$ cat src/rtl/gpr_wb_pkg.sv
// gpr_wb_pkg: shared widths, zero-register constant and write-back entry type
package gpr_wb_pkg;
  localparam int REG_ADDR_W = 5;
  localparam int REG_DATA_W = 32;
  localparam int NUM_REGS = 1 << REG_ADDR_W;
  localparam logic [REG_ADDR_W-1:0] REG_ZERO = 5'd0;
  typedef struct packed {
    logic [REG_ADDR_W-1:0] addr;
    logic [REG_DATA_W-1:0] data;
  } wb_entry_t;
endpackage

$ cat src/rtl/gpr_writeback_wb_fifo.sv
// wb_fifo: synchronous FIFO of write-back entries with count/full/empty status
module wb_fifo
  import gpr_wb_pkg::*;
#(
  parameter int DEPTH = 4
) (
  input  logic                     clk,
  input  logic                     reset,
  input  logic                     push,
  input  wb_entry_t                din,
  input  logic                     pop,
  output wb_entry_t                dout,
  output logic [$clog2(DEPTH):0]   count,
  output logic                     full,
  output logic                     empty
);
  localparam int AW = $clog2(DEPTH);
  wb_entry_t mem [DEPTH];
  logic [AW-1:0] wr_ptr, rd_ptr;
  logic do_push, do_pop;
  assign do_push = push && !full;
  assign do_pop = pop && !empty;
  assign full = count == (AW+1)'(DEPTH);
  assign empty = count == '0;
  assign dout = mem[rd_ptr];
  always_ff @(posedge clk or posedge reset) begin
    if (reset) begin
      wr_ptr <= '0;
      rd_ptr <= '0;
      count <= '0;
    end else begin
      wr_ptr <= do_push ? wr_ptr + 1'b1 : wr_ptr;
      rd_ptr <= do_pop ? rd_ptr + 1'b1 : rd_ptr;
      count <= (do_push && !do_pop) ? count + 1'b1 : (!do_push && do_pop) ? count - 1'b1 : count;
    end
  end
  always_ff @(posedge clk) begin
    if (do_push) mem[wr_ptr] <= din;
  end
endmodule

$ cat src/rtl/gpr_writeback.sv
// gpr_writeback: arbitrates ALU and long-latency results into one registered GPR write per cycle
module gpr_writeback
  import gpr_wb_pkg::*;
#(
  parameter int DEPTH = 4,
  parameter int STARVE_MAX = 8
) (
  input  logic                  clk,
  input  logic                  reset,
  input  logic                  alu_valid,
  input  logic [REG_ADDR_W-1:0] alu_addr,
  input  logic [REG_DATA_W-1:0] alu_data,
  input  logic                  ll_valid,
  output logic                  ll_ready,
  input  logic [REG_ADDR_W-1:0] ll_addr,
  input  logic [REG_DATA_W-1:0] ll_data,
  input  logic                  iss_valid,
  input  logic [REG_ADDR_W-1:0] iss_addr,
  output logic                  alu_stall,
  output logic                  gp_we,
  output logic [REG_ADDR_W-1:0] write_addr,
  output logic [REG_DATA_W-1:0] write_data,
  output logic [NUM_REGS-1:0]   pending,
  output logic                  err_drop
);
  localparam int SW = $clog2(STARVE_MAX + 1);
  localparam logic [SW-1:0] STARVE_LAST = SW'(STARVE_MAX - 1);
  wb_entry_t head, sel;
  logic [$clog2(DEPTH):0] count;
  logic full, empty, push, sel_fifo, sel_alu, alu_busy, starve_hit;
  logic [SW-1:0] starve;
  logic [NUM_REGS-1:0] set_mask, clr_mask;
  assign ll_ready = count < ($clog2(DEPTH)+1)'(DEPTH);
  assign push = ll_valid && !full;
  assign sel_fifo = !empty && (alu_stall || !alu_valid);
  assign sel_alu = alu_valid && !alu_stall;
  assign alu_busy = sel_alu && !empty;
  assign starve_hit = alu_busy && starve == STARVE_LAST;
  assign sel = sel_fifo ? head : wb_entry_t'({alu_addr, alu_data});
  assign set_mask = (iss_valid && iss_addr != REG_ZERO) ? NUM_REGS'(1) << iss_addr : '0;
  assign clr_mask = sel_fifo ? NUM_REGS'(1) << head.addr : '0;
  wb_fifo #(.DEPTH(DEPTH)) u_fifo (
    .clk   (clk),
    .reset (reset),
    .push  (push),
    .din   (wb_entry_t'({ll_addr, ll_data})),
    .pop   (sel_fifo),
    .dout  (head),
    .count (count),
    .full  (full),
    .empty (empty)
  );
  always_ff @(posedge clk or posedge reset) begin
    if (reset) begin
      gp_we <= 1'b0;
      write_addr <= '0;
      write_data <= '0;
      pending <= '0;
      alu_stall <= 1'b0;
      err_drop <= 1'b0;
      starve <= '0;
    end else begin
      gp_we <= (sel_fifo || sel_alu) && sel.addr != REG_ZERO;
      write_addr <= (sel_fifo || sel_alu) ? sel.addr : write_addr;
      write_data <= (sel_fifo || sel_alu) ? sel.data : write_data;
      pending <= ((pending & ~clr_mask) | set_mask) & ~NUM_REGS'(1);
      err_drop <= err_drop || (alu_valid && alu_stall);
      alu_stall <= starve_hit;
      starve <= (alu_busy && !starve_hit) ? starve + 1'b1 : '0;
    end
  end
endmodule
$ cat config.mk
export PLATFORM = sky130hd
export DESIGN_NAME = gpr_writeback
export DESIGN_NICKNAME = d
export VERILOG_FILES = /design/src/rtl/gpr_wb_pkg.sv /design/src/rtl/gpr_writeback_wb_fifo.sv /design/src/rtl/gpr_writeback.sv
export SDC_FILE = /design/constraint.sdc
export NUM_CORES = 1
export LEC_CHECK = 0
export CAP_MARGIN = 20
export CORE_UTILIZATION = 51
export DETAILED_ROUTE_END_ITERATION = 8
export HOLD_SLACK_MARGIN = 0.03
export PLACE_DENSITY = 0.85
export SYNTH_ARGS = -nofsm -noshare
export SYNTH_HDL_FRONTEND = slang
export SYNTH_HIERARCHICAL = 1
export SYNTH_SLANG_ARGS = --single-unit
$ cat constraint.sdc
create_clock -name clk -period 3.7 [get_ports clk]
set_clock_uncertainty 0.1 [all_clocks]
set_input_delay 0.37 -clock clk [delete_from_list [all_inputs] [get_ports clk]]
set_output_delay 0.37 -clock clk [all_outputs]
set_load 0.005 [all_outputs]
==> results of run 1 <==
==> registers in the layout, summed over array words and instances, names as in the netlist, 2 cells and up <==
register,cells
u_fifo/mem,148
write_data,32
pending,31
write_addr,5
starve,4
u_fifo/count,3
u_fifo/rd_ptr,2
u_fifo/wr_ptr,2
==> cell type report <==
cell class	count	area [µm²]
Sequential cell	230	6500
Multi-Input combinational cell	301	2600
Timing Repair Buffer	169	1660
Clock inverter	8	109
Inverter	8	31.3
Fill cell	1126	5670
Clock buffer	36	686
Tap cell	225	282
==> layer usage <==
layer	up-vias	routed length, µm	track usage (%)
met2	350	10600	40.5
met3	50	1990	4.93
met5	-	0	0
met4	0	483	7.20
met1	2880	8610	31.7
li1	2530	-	-
==> per-stage QoR <==
step / instances / hold slack, ps / power, mW / instance area [µm²] / util, %
global placement: 933 / 340 / 6.84 / 11100 / 63.1
finish: 977 / 48.2 / 9.38 / 11900 / 67.6
CTS: 977 / 41.7 / 9.41 / 11900 / 67.6
global route: 977 / 87.7 / 9.81 / 11900 / 67.6
floorplan: 572 / 73.4 / 5.65 / 9290 / -
detailed placement: 933 / 356 / 6.99 / 11100 / 63.1
==> worst min path at each step <==
stage / from / to / slack [ps] / cells after the start
after global placement: err_drop / err_drop / 340 / 1
after global routing: reset / u_fifo/wr_ptr[0] / 90 / 2
after CTS: reset / u_fifo/wr_ptr[1] / 40 / 2
final: reset / u_fifo/count[0] / 50 / 2
after floorplan: reset / u_fifo/count[0] / 70 / 1
after detailed placement: starve[0] / starve[0] / 360 / 1
==> Yosys cell counts, types with 8 or more instances <==
master / instances
dfrtp_1: 82
a22o_1: 14
nor2_1: 14
mux4_2: 37
nand4_1: 16
edfxtp_1: 148
buf_2: 14
clkbuf_1: 12
mux2i_1: 36
inv_1: 8
nand2_1: 55
nor2b_1: 9
nand2b_1: 8
o21ai_1: 40
o41ai_1: 12
==> cells by family after synthesis <==
| kind of cell | synth area share [%] |
|---|---|
| AND/OR/NAND/NOR | 7.50 |
| adder cells (fa/ha/maj) | 1.02 |
| multiplexers | 13.1 |
| other | 0.0404 |
| AO/OA/AOI/OAI | 5.39 |
| XOR/XNOR | 0.754 |
| buffers and inverters | 2.29 |
| flip-flops | 69.9 |
==> power breakdown <==
group / internal [mW] / switching (mW) / total, mW
sequential: 3.49 / 0.404 / 3.90
clock: 1.43 / 0.968 / 2.40
combinational: 1.60 / 1.48 / 3.08
total: 6.52 / 2.86 / 9.38
==> impl_metrics.py, run 1 <==
metrics = {
    "run_status": {
        "status": "completed",
    },
    "clock_tree": {
        "htreeDepth": 1,
        "hold_buffers": 0,
        "cts_resized": 0,
        "post-cts-setup-buffer-count": 0,
        "clkLatencyLatePin_ps": 510,
        "cts_root_buffer": "clkbuf_16",
        "path_clk_slew_ps": 60,
        "cts_tree": "yes",
        "cts_buffers": 24,
        "cts_buffer_depth": 3,
        "clock-sinks": 230,
    },
    "route": {
        "vias_per_cell": 5.95,
        "wire_per_inst_um": 22.2,
        "drc_errors": 0,
        "routed-via-count": 5810,
        "drt-pass1-iter-count": 5,
        "routed_wl_um": 21700,
        "ant_nets": 0,
        "detail_route.iter0.violations": 496,
    },
    "worst_setup_path": {
        "worst-path-stages": 4,
        "crit_type": "register to register",
        "cp-startpoint": "u_fifo/rd_ptr[0]",
        "crit_arrival_ps": 2870,
        "crit_end": "pending[7]",
        "r2r_start": "u_fifo/rd_ptr[0]",
        "ff2ff_path_depth": 4,
        "r2r_end": "pending[7]",
        "worstPathCellList": "mux4_2 > nor2_1 > nand4_1 > a32o_1",
        "r2r_setup_slack_ps": 1120,
        "crit_family": "simple AND/OR/NAND/NOR gates",
        "crit_buf_inv": 0,
        "cp_slowest_cell": "nor2_1",
        "endpoint_kind": "register",
        "crit_fanout": 15,
        "startpoint_type": "register",
        "slowest_delay_ps": 700,
        "required_ps": 3990,
    },
    "timing": {
        "worst_slack_ps": 1120,
        "fmax_mhz": 388,
        "slew_viol_final": 0,
        "worst_slew_pin_slew_ps": 997,
        "fin_crit_ps": 2580,
        "slew_headroom_pct": 33.5,
        "hold_viol": 0,
        "period_share_pct": 69.7,
        "setup_viol": 0,
        "fin_setup_tns_ps": 0,
        "grt_setup_unrepaired": "false",
    },
    "pwr": {
        "leakage_nw": 4.31,
        "ir_worst_vdd_uv": 468,
        "powerDensity_nw_per_um2": 790,
    },
    "floorplanning": {
        "core_um2": 17500,
        "die_w_um": 137,
        "die_y_um": 137,
        "row_count": 48,
        "num_io_pins": 157,
        "initial_core_util_pct": 53.0,
        "die_area_um2": 18800,
    },
    "logic_synthesis": {
        "synth_nets": 663,
        "synth_edf_count": 148,
        "netlist_top_cells_area": "edfxtp_1 (48%), dfrtp_1 (22%), mux4_2 (9.0%)",
        "synth_area_leader_cell": "edfxtp_1",
        "yosysWarnings": 6,
        "synth.yosys.seq_area_share_pct": 69.9,
        "synth_top_area_share_pct": 47.8,
        "synthArstFlopShare_pct": 35.7,
        "synth-main-ff-cell": "edfxtp_1",
        "synth_area_um2": 9290,
        "synth_cells": 572,
        "ys_ff_latch": 230,
        "synthDistinctLibCells": 43,
        "avgSynthCellArea_um2": 16.2,
    },
    "grt": {
        "grt_use_total_pct": 24.1,
        "first_global_vias": 6079,
        "grt_max_degree": 91,
        "grt_pass1_wl_um": 33600,
        "antenna_found_initial": 0,
        "grt_overflow": 0,
    },
    "layout": {
        "layout_commonest_cell": "clkdlybuf4s50_1",
        "area_growth_pct": 27.7,
        "layout-drive-gt1-share_pct": 13.4,
        "n_antenna_cell": 0,
        "final_cell_mix": "clkdlybuf4s50_1 (155), edfxtp_1 (148), dfrtp_1 (80)",
        "nets": 825,
    },
    "placement": {
        "dp_slack_ps": 921,
        "dp_hpwl_um": 14200,
        "portBuffers": 155,
        "gp_congestion": 0.882,
    },
    "min_path": {
        "hp-class": "primary input to asynchronous set/reset pin",
    },
    "job": {
        "maxCapViolations": 0,
    },
}
Note: power is estimated with default switching activity, not from simulation.
==> inputs of run 2 (changes only) <==
==> constraint.sdc (replaced) <==
create_clock -name clk -period 2.65 [get_ports clk]
set_clock_uncertainty 0.1 [all_clocks]
set_input_delay 0.265 -clock clk [delete_from_list [all_inputs] [get_ports clk]]
set_output_delay 0.265 -clock clk [all_outputs]
set_load 0.005 [all_outputs]
==> impl_metrics.py, run 2 (same netlist as run 1, synthesis figures left out) <==
metrics = {
    "clock_tree": {
        "htreeDepth": 1,
        "cts_root_buffer": "clkbuf_16",
        "clkLatencyLatePin_ps": 510,
        "path_clk_slew_ps": 60,
        "post-cts-setup-buffer-count": 0,
        "cts_buffers": 24,
        "cts_tree": "yes",
        "clock-sinks": 230,
        "cts_buffer_depth": 3,
    },
    "route": {
        "routed_wl_um": 20300,
        "ant_nets": 0,
        "drt-pass1-iter-count": 5,
        "detail_route.iter0.violations": 380,
        "wire_per_inst_um": 20.6,
        "routed-via-count": 5649,
        "drc_errors": 0,
        "vias_per_cell": 5.75,
    },
    "timing": {
        "grt_setup_unrepaired": "false",
        "slew_headroom_pct": 48.5,
        "period_share_pct": 90.8,
        "hold_viol": 0,
        "worst_slew_pin_slew_ps": 773,
        "fin_setup_tns_ps": 0,
        "fmax_mhz": 416,
        "setup_viol": 0,
        "slew_viol_final": 0,
        "fin_crit_ps": 2400,
    },
    "floorplanning": {
        "die_y_um": 137,
        "core_um2": 17500,
        "row_count": 48,
        "die_w_um": 137,
        "num_io_pins": 157,
        "initial_core_util_pct": 53.0,
        "die_area_um2": 18800,
    },
    "grt": {
        "antenna_found_initial": 1,
        "grt_use_total_pct": 22.4,
        "grt_max_degree": 64,
        "grt_pass1_wl_um": 31300,
        "grt_overflow": 0,
        "first_global_vias": 5814,
    },
    "worst_setup_path": {
        "crit_type": "register to register",
        "crit_arrival_ps": 2700,
        "startpoint_type": "register",
        "crit_fanout": 8,
        "required_ps": 2940,
        "endpoint_kind": "register",
    },
    "run_status": {
        "status": "completed",
    },
    "layout": {
        "final_cell_mix": "clkdlybuf4s50_1 (155), edfxtp_1 (148), dfrtp_1 (80)",
        "area_growth_pct": 27.9,
        "reg.largest.list": "u_fifo/mem: 148 flops, write_data: 32 flops, pending: 31 flops",
        "top_register": "u_fifo/mem",
        "layout-drive-gt1-share_pct": 13.6,
        "largest_register_ffs": 148,
        "nets": 830,
        "layout_commonest_cell": "clkdlybuf4s50_1",
        "n_antenna_cell": 0,
    },
    "job": {
        "maxCapViolations": 0,
    },
    "min_path": {
        "hp-class": "primary input to register",
    },
    "pwr": {
        "powerDensity_nw_per_um2": 1090,
        "ir_worst_vdd_uv": 728,
        "leakage_nw": 4.33,
        "total_power_mw": 12.9,
    },
    "placement": {
        "gp_congestion": 0.899,
        "dp_hpwl_um": 13800,
        "portBuffers": 155,
    },
}
## run 2: final timing paths
path / from / end / slack, ps / cells after the start
setup / recovery: u_fifo/rd_ptr[0] / pending[14] / 250 / 4
hold / removal: alu_data[24] / write_data[24] / 190 / 3
setup reg to reg: u_fifo/rd_ptr[0] / pending[14] / 250 / 4
hold reg to reg: err_drop / err_drop / 370 / 1
max in group asynchronous: reset / pending[7] / 1110 / 4
min in group asynchronous: reset / u_fifo/count[2] / 580 / 3
## run 2: cell type report
type                    instances  area, µm²
fillers                      1145       5650
inverters                       8       31.3
well taps                     225        282
repair buffers                174       1710
flip-flops and latches        230       6500
clock buffers                  32        641
clock inverters                12        120
multi-input cells             301       2600
## run 2: power by group
part	switching (mW)	total [mW]	internal [mW]
Clock	1.31	3.20	1.90
Sequential	0.549	5.42	4.87
Combinational	2.03	4.30	2.27
Total	3.89	12.9	9.03
## run 2: critical path: stages, from the launching register on
cell and delay (ps):
dfrtp_2 490, mux4_2 630, nand2b_1 300, or4_1 560, a22o_1 200
## run 2: repair_timing
action	CTS	global route
endpoints found under the setup margin	0	2
resized for setup	0	1
hold buffers	1	0
hold endpoints to repair	7	0
## run 2: layer usage
metal	part of all wire (%)	track usage, %	vias up
met4	3.1	7.20	0
met1	38	27.4	2777
li1	-	-	2536
met3	9.2	5.37	44
met2	50	39.1	292
met5	0	0	-
## run 2: through the flow
step / utilization [%] / setup slack [ps] / instance area (µm²) / cells / hold WS (ps)
floorplan: - / 72.4 / 9290 / 572 / -31.6
global placement: 63.4 / 310 / 11100 / 937 / 342
detailed placement: 63.4 / 222 / 11100 / 937 / 358
CTS: 67.8 / 210 / 11900 / 982 / 181
global route: 67.8 / 171 / 11900 / 982 / 196
finish: 67.8 / 245 / 11900 / 982 / 194
==> inputs of run 3 (changes only) <==
--- a/config.mk
+++ b/config.mk
@@ -9,7 +9,7 @@
 export CORE_UTILIZATION = 51
 export DETAILED_ROUTE_END_ITERATION = 8
 export HOLD_SLACK_MARGIN = 0.03
-export PLACE_DENSITY = 0.85
+export PLACE_DENSITY_LB_ADDON = 0.12
 export SYNTH_ARGS = -nofsm -noshare
 export SYNTH_HDL_FRONTEND = slang
 export SYNTH_HIERARCHICAL = 1
==> impl_metrics.py, run 3 (same netlist as run 1, synthesis figures left out) <==
metrics = {
    "layout": {
        "final_cell_mix": "clkdlybuf4s50_1 (155), edfxtp_1 (148), dfrtp_1 (80)",
        "n_antenna_cell": 0,
        "layout.cells.non_filler": 983,
        "top_register": "u_fifo/mem",
        "layout-drive-gt1-share_pct": 14.0,
        "reg.largest.list": "u_fifo/mem: 148 flops, write_data: 32 flops, pending: 31 flops",
        "largest_register_ffs": 148,
        "fin_util_pct": 68.4,
        "area_growth_pct": 29.1,
        "nets": 831,
        "layout_commonest_cell": "clkdlybuf4s50_1",
        "final_cell_area_um2": 12000,
    },
    "floorplanning": {
        "row_count": 48,
        "initial_core_util_pct": 53.0,
        "core_um2": 17500,
        "die_w_um": 137,
        "die_area_um2": 18800,
        "num_io_pins": 157,
        "die_y_um": 137,
    },
    "clock_tree": {
        "cts_tree": "yes",
        "cts_root_buffer": "clkbuf_16",
        "clkLatencyLatePin_ps": 510,
        "htreeDepth": 1,
        "clock-sinks": 230,
        "cts_resized": 0,
        "path_clk_slew_ps": 60,
        "cts_buffers": 24,
        "cts_buffer_depth": 3,
    },
    "route": {
        "drc_errors": 0,
        "routed-via-count": 5538,
        "wire_per_inst_um": 19.9,
        "drt-pass1-iter-count": 4,
        "routed_wl_um": 19600,
        "vias_per_cell": 5.63,
        "detail_route.iter0.violations": 286,
        "ant_nets": 0,
    },
    "timing": {
        "hold_viol": 0,
        "fmax_mhz": 435,
        "slew_headroom_pct": 51.2,
        "fin_setup_tns_ps": 0,
        "setup_viol": 0,
        "period_share_pct": 86.8,
        "slew_viol_final": 0,
        "worst_slew_pin_slew_ps": 733,
        "grt_setup_unrepaired": "false",
        "fin_crit_ps": 2300,
        "worst_slack_ps": 349,
    },
    "worst_setup_path": {
        "r2r_setup_slack_ps": 350,
        "r2r_end": "pending[30]",
        "crit_buf_inv": 0,
        "startpoint_type": "register",
        "crit_family": "simple AND/OR/NAND/NOR gates",
        "endpoint_kind": "register",
        "ff2ff_path_depth": 4,
        "cp_slowest_cell": "mux4_2",
        "required_ps": 2940,
        "slowest_delay_ps": 620,
        "crit_type": "register to register",
        "crit_fanout": 8,
        "worstPathCellList": "mux4_2 > nand2b_1 > or4_1 > a22o_1",
        "r2r_start": "u_fifo/rd_ptr[0]",
        "crit_arrival_ps": 2590,
    },
    "min_path": {
        "hp-class": "primary input to register",
        "whs_path_depth": 3,
        "hp-start": "alu_data[16]",
        "whs_endpoint": "write_data[16]",
    },
    "pwr": {
        "power.switching_mw": 3.83,
        "p_int_mw": 9.26,
        "comb_power_share_pct": 33.1,
        "p_sw_share_pct": 29.3,
        "clkPwrFrac_pct": 25.9,
        "ir_worst_vdd_uv": 794,
        "leakage_nw": 4.36,
        "sequentialPowerShare_pct": 40.9,
        "powerDensity_nw_per_um2": 1090,
    },
    "run_status": {
        "status": "completed",
    },
    "placement": {
        "placed_cell_area_um2": 11200,
        "gp_congestion": 0.915,
        "dp_hpwl_um": 13100,
        "portBuffers": 155,
        "dp_slack_ps": 227,
        "dp_cells": 938,
    },
    "grt": {
        "grt_overflow": 0,
        "first_global_vias": 5687,
        "grt_use_total_pct": 21.9,
        "grt_pass1_wl_um": 30800,
        "antenna_found_initial": 0,
        "grt_max_degree": 92,
    },
    "job": {
        "maxCapViolations": 0,
    },
}
run 3: cell types whose count changed in the layout (fill, tap and decap cells not counted), sizes merged:
cell	delta
inv	-1
buf	+1
clkinvlp	+2
clkbuf	+4
clkinv	-6
bufinv	+1
run 3: worst max-delay path by stage:
stage                startpoint               to  slack [ps]  cells past startpoint
6_report       u_fifo/rd_ptr[0]      pending[30]         350                      4
5_1_grt        u_fifo/rd_ptr[0]      pending[30]         210                      4
4_1_cts        u_fifo/rd_ptr[0]      pending[14]         340                      4
3_5_place_dp          alu_valid  u_fifo/count[2]         230                     10
3_3_place_gp          alu_valid  u_fifo/count[2]         250                     10
2_1_floorplan   u_fifo/count[0]  u_fifo/count[2]          70                     11
run 3: tightest hold or removal path, delay by kind of cell:
| kind | cells | cell delay [ps] |
|---|---|---|
| buffers and inverters | 1 | 390 |
| and+or+nand+nor | 1 | 50 |
| AOI/OAI and AO/OA | 1 | 50 |
run 3: cell type report:
class                   count  area [µm²]
fillers                  1210        5540
clock inverters             8         131
clock buffers              36         686
flip-flops and latches    230        6500
inverters                   8        31.3
repair buffers            175        1770
multi-input cells         301        2600
well taps                 225         282
run 3: metal layers:
| metal | vias up | routed length (µm) | GRT usage, % | part of all wire, % |
|---|---|---|---|---|
| met4 | 0 | 291 | 4.52 | 1.5 |
| met2 | 185 | 9900 | 37.8 | 51 |
| met3 | 26 | 1170 | 4.37 | 6.0 |
| li1 | 2538 | - | - | - |
| met1 | 2789 | 8180 | 28.8 | 42 |
| met5 | - | 0 | 0 | 0 |
run 3: power by group through the flow:
stage	clock network, mW	registers, mW	logic, mW
floorplan	0	5.31	2.58
global placement	0	5.38	4.30
detailed placement	0	5.43	4.39
CTS	3.47	5.37	4.40
global route	3.62	5.46	4.72
finish	3.40	5.36	4.34
run 3: through the flow:
stage / power [mW] / hold WS (ps)
floorplan: 7.89 / -31.6
global placement: 9.68 / 343
detailed placement: 9.81 / 365
CTS: 13.2 / 172
global route: 13.8 / 183
finish: 13.1 / 194
run 3: timing repair:
| action | 4_1_cts | 5_1_grt |
|---|---|---|
| endpoints found under the setup margin | 0 | 0 |
| hold buffers | 1 | 0 |
| setup buffers | 0 | 0 |
| endpoints found under the hold margin | 7 | 0 |
